### config.mk
export PLATFORM = sky130hd
export DESIGN_NAME = io_uart_tx
export DESIGN_NICKNAME = d
export VERILOG_FILES = /design/src/rtl/io_uart_tx.sv
export SDC_FILE = /design/constraint.sdc
export NUM_CORES = 1
export LEC_CHECK = 0
export CAP_MARGIN = 5
export CORE_MARGIN = 2
export CORE_UTILIZATION = 40
export CTS_CLUSTER_DIAMETER = 150
export CTS_CLUSTER_SIZE = 8
export DETAILED_ROUTE_END_ITERATION = 8
export MAX_ROUTING_LAYER = met4
export REMOVE_ABC_BUFFERS = 1
export SLEW_MARGIN = 20
export SYNTH_ARGS = -nofsm -noshare
export SYNTH_HDL_FRONTEND = slang
export SYNTH_SLANG_ARGS = --single-unit
### constraint.sdc
create_clock -name clk -period 2.3 [get_ports clk]
set_input_delay 0.46 -clock clk [delete_from_list [all_inputs] [get_ports clk]]
set_output_delay 0.46 -clock clk [all_outputs]
set_load 0.1 [all_outputs]
### src/rtl/io_uart_tx.sv
// 8N1 UART transmitter fed by a small circular TX FIFO.
// Status outputs (count/full/empty/busy) are all registered for the IO status register.
module io_uart_tx #(
    parameter int CLKS_PER_BIT = 868,
    parameter int FIFO_DEPTH   = 8
) (
    input  logic                          clk,
    input  logic                          rst,
    input  logic                          wr_en,
    input  logic [7:0]                    wr_data,
    input  logic                          ovf_clr,
    output logic                          tx,
    output logic                          busy,
    output logic                          fifo_full,
    output logic                          fifo_empty,
    output logic [$clog2(FIFO_DEPTH):0]   fifo_count,
    output logic                          overflow
);
    localparam int PW = $clog2(FIFO_DEPTH);
    localparam int CW = PW + 1;
    localparam int TW = $clog2(CLKS_PER_BIT);
    localparam logic [TW-1:0] T_RELOAD = TW'(CLKS_PER_BIT - 1);

    typedef enum logic [1:0] {IDLE, START, DATA, STOP} state_t;

    state_t        state;
    logic [7:0]    mem [FIFO_DEPTH];
    logic [PW-1:0] wptr, rptr;
    logic [TW-1:0] timer;
    logic [2:0]    bit_idx;
    logic [7:0]    shift;
    logic [CW-1:0] count_nxt;
    logic          push, pop, drop;

    // Full/empty come from the registered count, so push/drop decisions use pre-edge state.
    assign push = wr_en && !fifo_full;
    assign drop = wr_en && fifo_full;
    assign pop  = (state == IDLE) && !fifo_empty;

    always_comb begin
        count_nxt = fifo_count;
        if (push && !pop)
            count_nxt = fifo_count + 1'b1;
        else if (pop && !push)
            count_nxt = fifo_count - 1'b1;
    end

    always_ff @(posedge clk) begin
        if (push)
            mem[wptr] <= wr_data;
    end

    always_ff @(posedge clk) begin
        if (rst) begin
            state      <= IDLE;
            tx         <= 1'b1;
            busy       <= 1'b0;
            wptr       <= '0;
            rptr       <= '0;
            fifo_count <= '0;
            fifo_empty <= 1'b1;
            fifo_full  <= 1'b0;
            overflow   <= 1'b0;
            timer      <= '0;
            bit_idx    <= '0;
            shift      <= '0;
        end else begin
            if (push)
                wptr <= wptr + 1'b1;
            if (pop)
                rptr <= rptr + 1'b1;
            fifo_count <= count_nxt;
            fifo_empty <= (count_nxt == '0);
            fifo_full  <= (count_nxt == CW'(FIFO_DEPTH));
            if (drop)
                overflow <= 1'b1;
            else if (ovf_clr)
                overflow <= 1'b0;

            // tx/busy are loaded with the value belonging to the state being entered.
            case (state)
                IDLE: begin
                    if (pop) begin
                        shift <= mem[rptr];
                        timer <= T_RELOAD;
                        state <= START;
                        tx    <= 1'b0;
                        busy  <= 1'b1;
                    end
                end
                START: begin
                    if (timer == '0) begin
                        state   <= DATA;
                        bit_idx <= '0;
                        timer   <= T_RELOAD;
                        tx      <= shift[0];
                    end else begin
                        timer <= timer - 1'b1;
                    end
                end
                DATA: begin
                    if (timer == '0) begin
                        timer <= T_RELOAD;
                        if (bit_idx == 3'd7) begin
                            state <= STOP;
                            tx    <= 1'b1;
                        end else begin
                            shift   <= shift >> 1;
                            bit_idx <= bit_idx + 3'd1;
                            tx      <= shift[1];
                        end
                    end else begin
                        timer <= timer - 1'b1;
                    end
                end
                STOP: begin
                    if (timer == '0) begin
                        state <= IDLE;
                        busy  <= 1'b0;
                    end else begin
                        timer <= timer - 1'b1;
                    end
                end
                default: begin
                    state <= IDLE;
                    tx    <= 1'b1;
                    busy  <= 1'b0;
                end
            endcase
        end
    end
endmodule

==> impl_metrics.env, run 1 <==
export IMPL_hold_path_class="flop to flop"
export IMPL_vias_per_cell=5.24
export IMPL_ios=21
export IMPL_worstSetupStartpointType="flop"
export IMPL_setup_violations=0
export IMPL_grt_pass1_vias=2634
export IMPL_yosys_top_cells_area="edfxtp_1, dfxtp_1, mux4_2"
export IMPL_cts_hold_buf=0
export IMPL_numPortBuffers=20
export IMPL_report_final_slew_viol_count=0
export IMPL_drc=0
export IMPL_grt_overflow_total=0
export IMPL_layout_drive_gt1_share=0.185
export IMPL_synth_largest_area_cell="edfxtp_1"
export IMPL_grt_antenna_before_repair=0
export IMPL_rows=38
export IMPL_clk_pin_slew_ps=100
export IMPL_hold_violations=0
export IMPL_cp_slowest_cell="or3_2"
export IMPL_synth_avg_cell_area_um2=13.2
export IMPL_netlist_area_leader_share=0.430
export IMPL_clock_fmax_mhz=480
export IMPL_routedWlPerCell_um=15.7
export IMPL_cp_max_fo=9
export IMPL_die_w_um=110
export IMPL_finish_utilization=0.464
export IMPL_cts_tree="built"
export IMPL_cts_buffer_depth=2
export IMPL_nNetsFinal=398
export IMPL_dpl_hpwl_mm=5.65
export IMPL_async_reset_ff_frac=0
export IMPL_fin_crit_sh=0.906
export IMPL_grt_usage=0.153
export IMPL_yosysSeqAreaShare=0.614
export IMPL_fillers=961
export IMPL_ir_drop_uv=970
export IMPL_crit_family="compound AO/OA/AOI/OAI gates"
export IMPL_setup_worst_path_end_class="flop"
export IMPL_htree_levels=3
export IMPL_final_setup_tns_ps=0
export IMPL_max_stage_delay_ps=490
export IMPL_ys_flop_type="edfxtp_1"
export IMPL_p_leak_nw=1.74
export IMPL_cp_required_ps=2580
export IMPL_slew_headroom=0.664
export IMPL_yosys_warnings=0
export IMPL_antenna_cells=0
export IMPL_drt_iter0_drc=218
export IMPL_synth_most_common_cell="edfxtp_1"
export IMPL_worst_path_buf_inv=1
export IMPL_cts_root_buf="clkbuf_8"
export IMPL_synth_edff_count=64
export IMPL_gp_congestion=0.827
export IMPL_clock_latency_ps=380
export IMPL_whs_ps=478
export IMPL_cts_sinks=105
export IMPL_critPathArrivalTime_ps=2360
export IMPL_status="finished clean"
export IMPL_grt_pass1_wl_mm=13.2
export IMPL_synth_distinct_cells=52
export IMPL_maxCapViolCount=0
export IMPL_initial_utilization=0.410
export IMPL_rsz0062_at_grt="no"
export IMPL_synthToLayoutAreaGrowth_pct=13.2
export IMPL_syn_inst=339
export IMPL_finalWirelength_mm=8.11
export IMPL_synth_seq_cells=105
export IMPL_netlist_top_cells_count="edfxtp_1, dfxtp_1, nor2_1"
export IMPL_fin_crit_ps=2080
export IMPL_fp_dieArea_um2=12000
export IMPL_grt_max_degree=32
export IMPL_path_cells="inv_1, ha_1, or3_2, a211oi_2, nor2_1, a211oi_1"
export IMPL_syn_area_um2=4460
export IMPL_worst_pin_slew_ps=504
export IMPL_final_antenna_net_count=0
export IMPL_worst_clock_skew_ps=9.54
export IMPL_vias=2713
export IMPL_cts_setup_buffers=0
export IMPL_coreArea_um2=10900
export IMPL_power_density_nw_per_um2=1210
export IMPL_cts_buffers=9
export IMPL_firstDrtPassIters=4
export IMPL_dieHeight_um=110
export IMPL_crit_type="flop to flop"
cell type report:
| class | count | area (um^2) | area share |
|---|---|---|---|
| timing repair buffer | 35 | 290 | 0.0575 |
| multi-input combinational | 215 | 1630 | 0.323 |
| inverter | 7 | 26.3 | 0.00520 |
| clock inverter | 6 | 56.3 | 0.0111 |
| sequential | 105 | 2740 | 0.543 |
| tap | 140 | 175 | 0.0347 |
| clock buffer | 10 | 128 | 0.0253 |
report_power, final:
part           leakage, nW  internal [W]  switching [W]  total, W
Clock               0.0913      0.000419       0.000659   0.00108
Combinational        0.730      0.000962        0.00154   0.00250
Sequential           0.918       0.00228       0.000255   0.00253
cell usage in the layout (no fill, tap or decap), drive strengths merged, types with 7 or more instances in the layout:
| master | instances |
|---|---|
| buf | 24 |
| edfxtp | 64 |
| a22oi | 8 |
| a21oi | 17 |
| nor2 | 37 |
| inv | 11 |
| mux2 | 7 |
| nand2 | 32 |
| o21ai | 9 |
| mux4 | 16 |
| a211oi | 7 |
| clkbuf | 10 |
| clkdlybuf4s50 | 11 |
| ha | 13 |
| dfxtp | 41 |
| xor2 | 7 |
tightest hold or removal path, stage by stage (launching register included):
cell	delay, ps
dfxtp_1	320
nand2b_1	60
a21oi_1	50
through the flow:
| step | std cells | total power, W | area (um^2) | setup WS [ps] |
|---|---|---|---|---|
| floorplan | 327 | 0.00443 | 4400 | 41.9 |
| global placement | 502 | 0.00502 | 4860 | 258 |
| detailed placement | 502 | 0.00507 | 4860 | 210 |
| CTS | 518 | 0.00617 | 5050 | 194 |
| global route | 518 | 0.00653 | 5050 | 98.4 |
| finish | 518 | 0.00611 | 5050 | 217 |
sequential cells by signal, indices dropped and copies added, names as in the netlist, 2 cells and up, named ones only:
signal      count
mem            64
timer          10
shift           8
bit_idx         3
rptr            3
state           2
fifo_count      4
wptr            3
repair_timing:
action | CTS | global route
endpoints found under the hold margin | 0 | 0
gates resized for setup | 0 | 1
setup endpoints to repair | 0 | 1
worst paths after layout:
path	end	cells after the start	slack (ps)	startpoint
setup / recovery	state[0]	6	220	state[0]
hold / removal	overflow	2	480	overflow
setup reg to reg	state[0]	6	220	state[0]
hold reg to reg	overflow	2	480	overflow
cell families (layout without fill, tap and decap cells):
kind of cell | after synthesis | after routing | share of synthesized area
buffers and inverters | 19 | 58 | 0.0207
muxes | 25 | 25 | 0.103
DFF | 105 | 105 | 0.614
AOI/OAI and AO/OA | 61 | 61 | 0.0911
adders and majority gates | 13 | 13 | 0.0364
and+or+nand+nor | 105 | 105 | 0.113
xor gates and xnor gates | 11 | 11 | 0.0216
routing by layer:
metal  up-vias  share of wire  track usage
li1       1336              -            -
met1      1334           0.47        0.198
met2        33           0.49        0.236
met3        10          0.031       0.0373
met4         0          0.015       0.0570
met5         -              0            -
Note: power is estimated with default switching activity, not from simulation.
==> run 2, diff against run 1 <==
Settings changed: CAP_MARGIN 5 to unset, PLACE_DENSITY set to 0.53, SLEW_MARGIN 20 to unset.
==> run 2 against run 1 <==
Compared with the run above:
- final cell count up 0.39%
- power up 3.2%
- via count up 0.59%
- critical path type unchanged
- critical endpoint is now state[1]
- largest power group is now combinational logic
==> impl_metrics.env, run 2 (same netlist as run 1, synthesis figures left out) <==
export IMPL_grt_antenna_before_repair=0
export IMPL_fin_crit_ps=2050
export IMPL_top_regs="mem (64), timer (10), shift (8)"
export IMPL_dieHeight_um=110
export IMPL_largest_reg_flops=64
export IMPL_cts_hold_buf=0
export IMPL_die_w_um=110
export IMPL_firstDrtPassIters=4
export IMPL_dpl_hpwl_mm=5.80
export IMPL_drc=0
export IMPL_gp_congestion=0.784
export IMPL_fp_dieArea_um2=12000
export IMPL_cts_setup_buffers=0
export IMPL_numPortBuffers=20
export IMPL_cp_required_ps=2560
export IMPL_clk_pin_slew_ps=110
export IMPL_vias_per_cell=5.25
export IMPL_p_leak_nw=1.77
export IMPL_max_stage_delay_ps=490
export IMPL_setup_slack_ps=251
export IMPL_vias=2729
export IMPL_grt_pass1_vias=2637
export IMPL_hold_path_class="flop to flop"
export IMPL_hold_violations=0
export IMPL_slew_headroom=0.666
export IMPL_coreArea_um2=10900
export IMPL_worst_clock_skew_ps=14.2
export IMPL_initial_utilization=0.410
export IMPL_final_common_cell="edfxtp_1"
export IMPL_maxCapViolCount=0
export IMPL_crit_type="flop to flop"
export IMPL_fin_crit_sh=0.891
export IMPL_drt_iter0_drc=157
export IMPL_grt_max_degree=32
export IMPL_synthToLayoutAreaGrowth_pct=14.4
export IMPL_finalWirelength_mm=8.43
export IMPL_nNetsFinal=400
export IMPL_postCtsResizedCells=0
export IMPL_setup_violations=0
export IMPL_rows=38
export IMPL_layout_common_cells="edfxtp_1, dfxtp_1, nor2_1"
export IMPL_cts_buffers=9
export IMPL_final_setup_tns_ps=0
export IMPL_cts_root_buf="clkbuf_8"
export IMPL_finish_utilization=0.469
export IMPL_grt_overflow_total=0
export IMPL_routedWlPerCell_um=16.2
export IMPL_cts_tree="built"
export IMPL_ios=21
export IMPL_clock_latency_ps=380
export IMPL_dp_slack_ps=224
export IMPL_cp_max_fo=9
export IMPL_antenna_cells=0
export IMPL_htree_levels=3
export IMPL_critPathArrivalTime_ps=2310
export IMPL_top_register="mem"
export IMPL_worstSetupStartpointType="flop"
export IMPL_clock_fmax_mhz=488
export IMPL_cp_slowest_cell="or3_2"
export IMPL_setup_worst_path_end_class="flop"
export IMPL_cts_buffer_depth=2
export IMPL_grt_pass1_wl_mm=13.5
export IMPL_path_cells="inv_1, ha_1, or3_2, a211oi_2, mux2i_1, nor2_1"
export IMPL_cts_sinks=105
export IMPL_power_density_nw_per_um2=1240
export IMPL_worst_pin_slew_ps=500
export IMPL_layout_drive_gt1_share=0.192
export IMPL_status="finished clean"
export IMPL_report_final_slew_viol_count=0
export IMPL_ir_drop_uv=590
export IMPL_grt_usage=0.158
export IMPL_final_antenna_net_count=0
export IMPL_rsz0062_at_grt="no"
## run 2: critical path: cells and delay by family (launching register included)
kind | cells | cell delay (ps)
AOI/OAI and AO/OA | 1 | 320
adders and majority gates | 1 | 320
buffers and inverters | 1 | 100
DFF | 1 | 400
muxes | 1 | 250
and+or+nand+nor | 2 | 540
## run 2: cell type report
class	count	area [um^2]
clock inverter	7	97.6
fill	993	5780
clock buffer	9	124
multi-input combinational	215	1640
inverter	7	26.3
sequential	105	2740
timing repair buffer	37	305
tap	140	175
## run 2: path summary, 6_finish.rpt
kind	slack, ps	depth (start not counted)	start	to
hold reg to reg	470	2	overflow	overflow
setup / recovery	250	6	state[0]	state[1]
hold / removal	470	2	overflow	overflow
setup reg to reg	250	6	state[0]	state[1]
## run 2: routing by layer
layer | share of wire | vias up | GRT usage
met5 | 0 | - | -
met4 | 0.018 | 0 | 0.0561
met3 | 0.025 | 12 | 0.0368
met2 | 0.49 | 26 | 0.252
met1 | 0.47 | 1352 | 0.199
li1 | - | 1339 | -
## run 2: report_power, final
part           internal (W)  total [W]  switching (W)
Sequential          0.00228    0.00253       0.000251
Combinational      0.000998    0.00254        0.00154
Clock              0.000541    0.00124       0.000699
Total               0.00382    0.00631        0.00249
## run 2: metrics by stage
| stage | hold slack [ps] | cell area [um^2] | cells | power [W] |
|---|---|---|---|---|
| detailed placement | 467 | 4880 | 504 | 0.00513 |
| floorplan | 447 | 4400 | 327 | 0.00443 |
| global placement | 459 | 4880 | 504 | 0.00510 |
| CTS | 483 | 5110 | 520 | 0.00639 |
| finish | 475 | 5110 | 520 | 0.00631 |
| global route | 512 | 5110 | 520 | 0.00678 |
==> run 3, diff against run 2 <==
Settings changed: CORE_MARGIN 2 to unset, PLACE_DENSITY 0.53 to 0.55.
Clock period 2.3 ns to 1.65 ns, I/O delays scaled along.
==> run 3 against run 2 <==
Compared with the run above:
- the flow now finishes with violations (negative setup slack)
- final cell count grew 8.8%
- via count grew 7.8%
- hold slack gained 23 ps
- flip-flop and latch count is the same
- non-clock buffer count grew 46
- core utilization grew 7.1 points
- global-route usage grew 2.2 points
- sequential power grew 40%
- die area shrank 3.6%
- setup slack lost 280 ps
- clock-buffer cell count is the same
- combinational power grew 110%
- largest cell class unchanged
- highest routed layer unchanged
==> impl_metrics.env, run 3 (same netlist as run 1, synthesis figures left out) <==
export IMPL_gp_congestion=0.806
export IMPL_firstDrtPassIters=4
export IMPL_vias_per_cell=5.20
export IMPL_p_seq_frac=0.334
export IMPL_fillers=918
export IMPL_coreArea_um2=10800
export IMPL_top_register="mem"
export IMPL_antenna_cells=0
export IMPL_setup_slack_ps=-34.0
export IMPL_synthToLayoutAreaGrowth_pct=31.0
export IMPL_dp_slack_ps=-226
export IMPL_clock_fmax_mhz=594
export IMPL_worst_clock_skew_ps=14.7
export IMPL_worst_pin_slew_ps=457
export IMPL_ir_drop_uv=1250
export IMPL_maxCapViolCount=0
export IMPL_cts_buffers=9
export IMPL_cts_sinks=105
export IMPL_layout_drive_gt1_share=0.390
export IMPL_grt_pass1_wl_mm=14.9
export IMPL_fp_dieArea_um2=11600
export IMPL_numPortBuffers=20
export IMPL_top_regs="mem (64), timer (10), shift (8)"
export IMPL_cts_hold_buf=0
export IMPL_p_int_w=0.00642
export IMPL_worstSetupStartpointType="flop"
export IMPL_grt_max_degree=32
export IMPL_setup_worst_path_end_class="flop"
export IMPL_finalWirelength_mm=9.42
export IMPL_fin_crit_ps=1680
export IMPL_vias=2941
export IMPL_power_density_nw_per_um2=1810
export IMPL_ios=21
export IMPL_r2r_slack_ps=-30
export IMPL_r2r_cells=8
export IMPL_grt_overflow_total=0
export IMPL_switching_share=0.394
export IMPL_final_common_cell="edfxtp_1"
export IMPL_layout_common_cells="edfxtp_1, buf_4, dfxtp_1"
export IMPL_finish_utilization=0.540
export IMPL_initial_utilization=0.412
export IMPL_clkPwrFrac=0.150
export IMPL_hold_path_class="flop to flop"
export IMPL_critPathArrivalTime_ps=1950
export IMPL_violations="negative setup slack"
export IMPL_rsz0062_at_grt="yes"
export IMPL_fin_crit_sh=1.02
export IMPL_cts_root_buf="clkbuf_8"
export IMPL_cts_tree="built"
export IMPL_whs_endpoint="rptr[1]"
export IMPL_crit_type="flop to flop"
export IMPL_htree_levels=3
export IMPL_drc=0
export IMPL_clock_latency_ps=370
export IMPL_drt_iter0_drc=196
export IMPL_rows=38
export IMPL_cp_max_fo=3
export IMPL_min_path_cells=2
export IMPL_r2r_end="state[1]"
export IMPL_largest_reg_flops=64
export IMPL_slew_headroom=0.694
export IMPL_cp_required_ps=1920
export IMPL_report_final_slew_viol_count=0
export IMPL_die_w_um=108
export IMPL_r2r_start="state[0]"
export IMPL_p_comb_frac=0.516
export IMPL_p_leak_nw=2.08
export IMPL_min_delay_start="rptr[1]"
export IMPL_p_switching_w=0.00416
export IMPL_grt_pass1_vias=2874
export IMPL_grt_usage=0.181
export IMPL_status="finished with violations"
export IMPL_grt_antenna_before_repair=0
export IMPL_cts_buffer_depth=2
export IMPL_clk_pin_slew_ps=110
export IMPL_setup_violations=3
export IMPL_routedWlPerCell_um=16.6
export IMPL_dieHeight_um=108
export IMPL_final_setup_tns_ps=-55.1
export IMPL_dpl_hpwl_mm=6.19
export IMPL_hold_violations=0
export IMPL_whs_ps=498
export IMPL_nNetsFinal=446
export IMPL_final_antenna_net_count=0
==> run 3: cell type report <==
cell class	count	area, um^2	area share
clock buffer	9	124	0.0212
clock inverter	7	77.6	0.0133
inverter	7	26.3	0.00449
multi-input combinational	215	1850	0.317
sequential	105	2760	0.471
tap	140	175	0.0299
timing repair buffer	83	840	0.144
==> run 3: layer usage <==
| metal | wire, um | part of all wire | global-route usage | vias to the layer above |
|---|---|---|---|---|
| met5 | 0 | 0 | - | - |
| li1 | - | - | - | 1436 |
| met3 | 258 | 0.027 | 0.0436 | 9 |
| met1 | 4230 | 0.45 | 0.224 | 1468 |
| met4 | 89 | 0.0094 | 0.0440 | 0 |
| met2 | 4840 | 0.51 | 0.299 | 28 |
==> run 3: power groups by stage <==
stage | Sequential [W] | Clock (W) | Combinational, W
6_report | 0.00354 | 0.00159 | 0.00546
5_1_grt | 0.00359 | 0.00175 | 0.00590
4_1_cts | 0.00352 | 0.00164 | 0.00505
3_5_place_dp | 0.00352 | 0 | 0.00453
3_3_place_gp | 0.00351 | 0 | 0.00447
2_1_floorplan | 0.00410 | 0 | 0.00207
==> run 3: how the worst max path moves through the flow <==
| stage | cells past startpoint | slack, ps | end | start |
|---|---|---|---|---|
| 2_1_floorplan | 2 | -610 | mem[0][0] | fifo_full |
| 3_3_place_gp | 5 | -180 | mem[5][5] | wr_en |
| 3_5_place_dp | 6 | -230 | fifo_full | wr_en |
| 4_1_cts | 7 | -30 | state[1] | timer[1] |
| 5_1_grt | 7 | -130 | state[1] | timer[1] |
| 6_report | 8 | -30 | state[1] | state[0] |
==> run 3: timing repair <==
action	in CTS	in global routing
pin swaps	13	15
cloned	1	0
gates resized for setup	41	31
setup buffers	5	1
setup endpoints to repair	29	28
==> run 3: per-stage QoR <==
step                      cells  total power (W)  instance area (um^2)
final                       566           0.0106                  5850
after global routing        566           0.0112                  5850
after CTS                   565           0.0102                  5740
after detailed placement    544          0.00806                  5340
after global placement      544          0.00799                  5340
after floorplan             327          0.00617                  4400
==> run 3: worst max-delay path, stage by stage, from the launching register on <==
cell and delay (ps):
dfxtp_2 370, inv_2 50, ha_1 210, buf_4 140, nor2b_2 150, buf_4 150
a211oi_4 260, mux2i_1 210, nor2_1 50
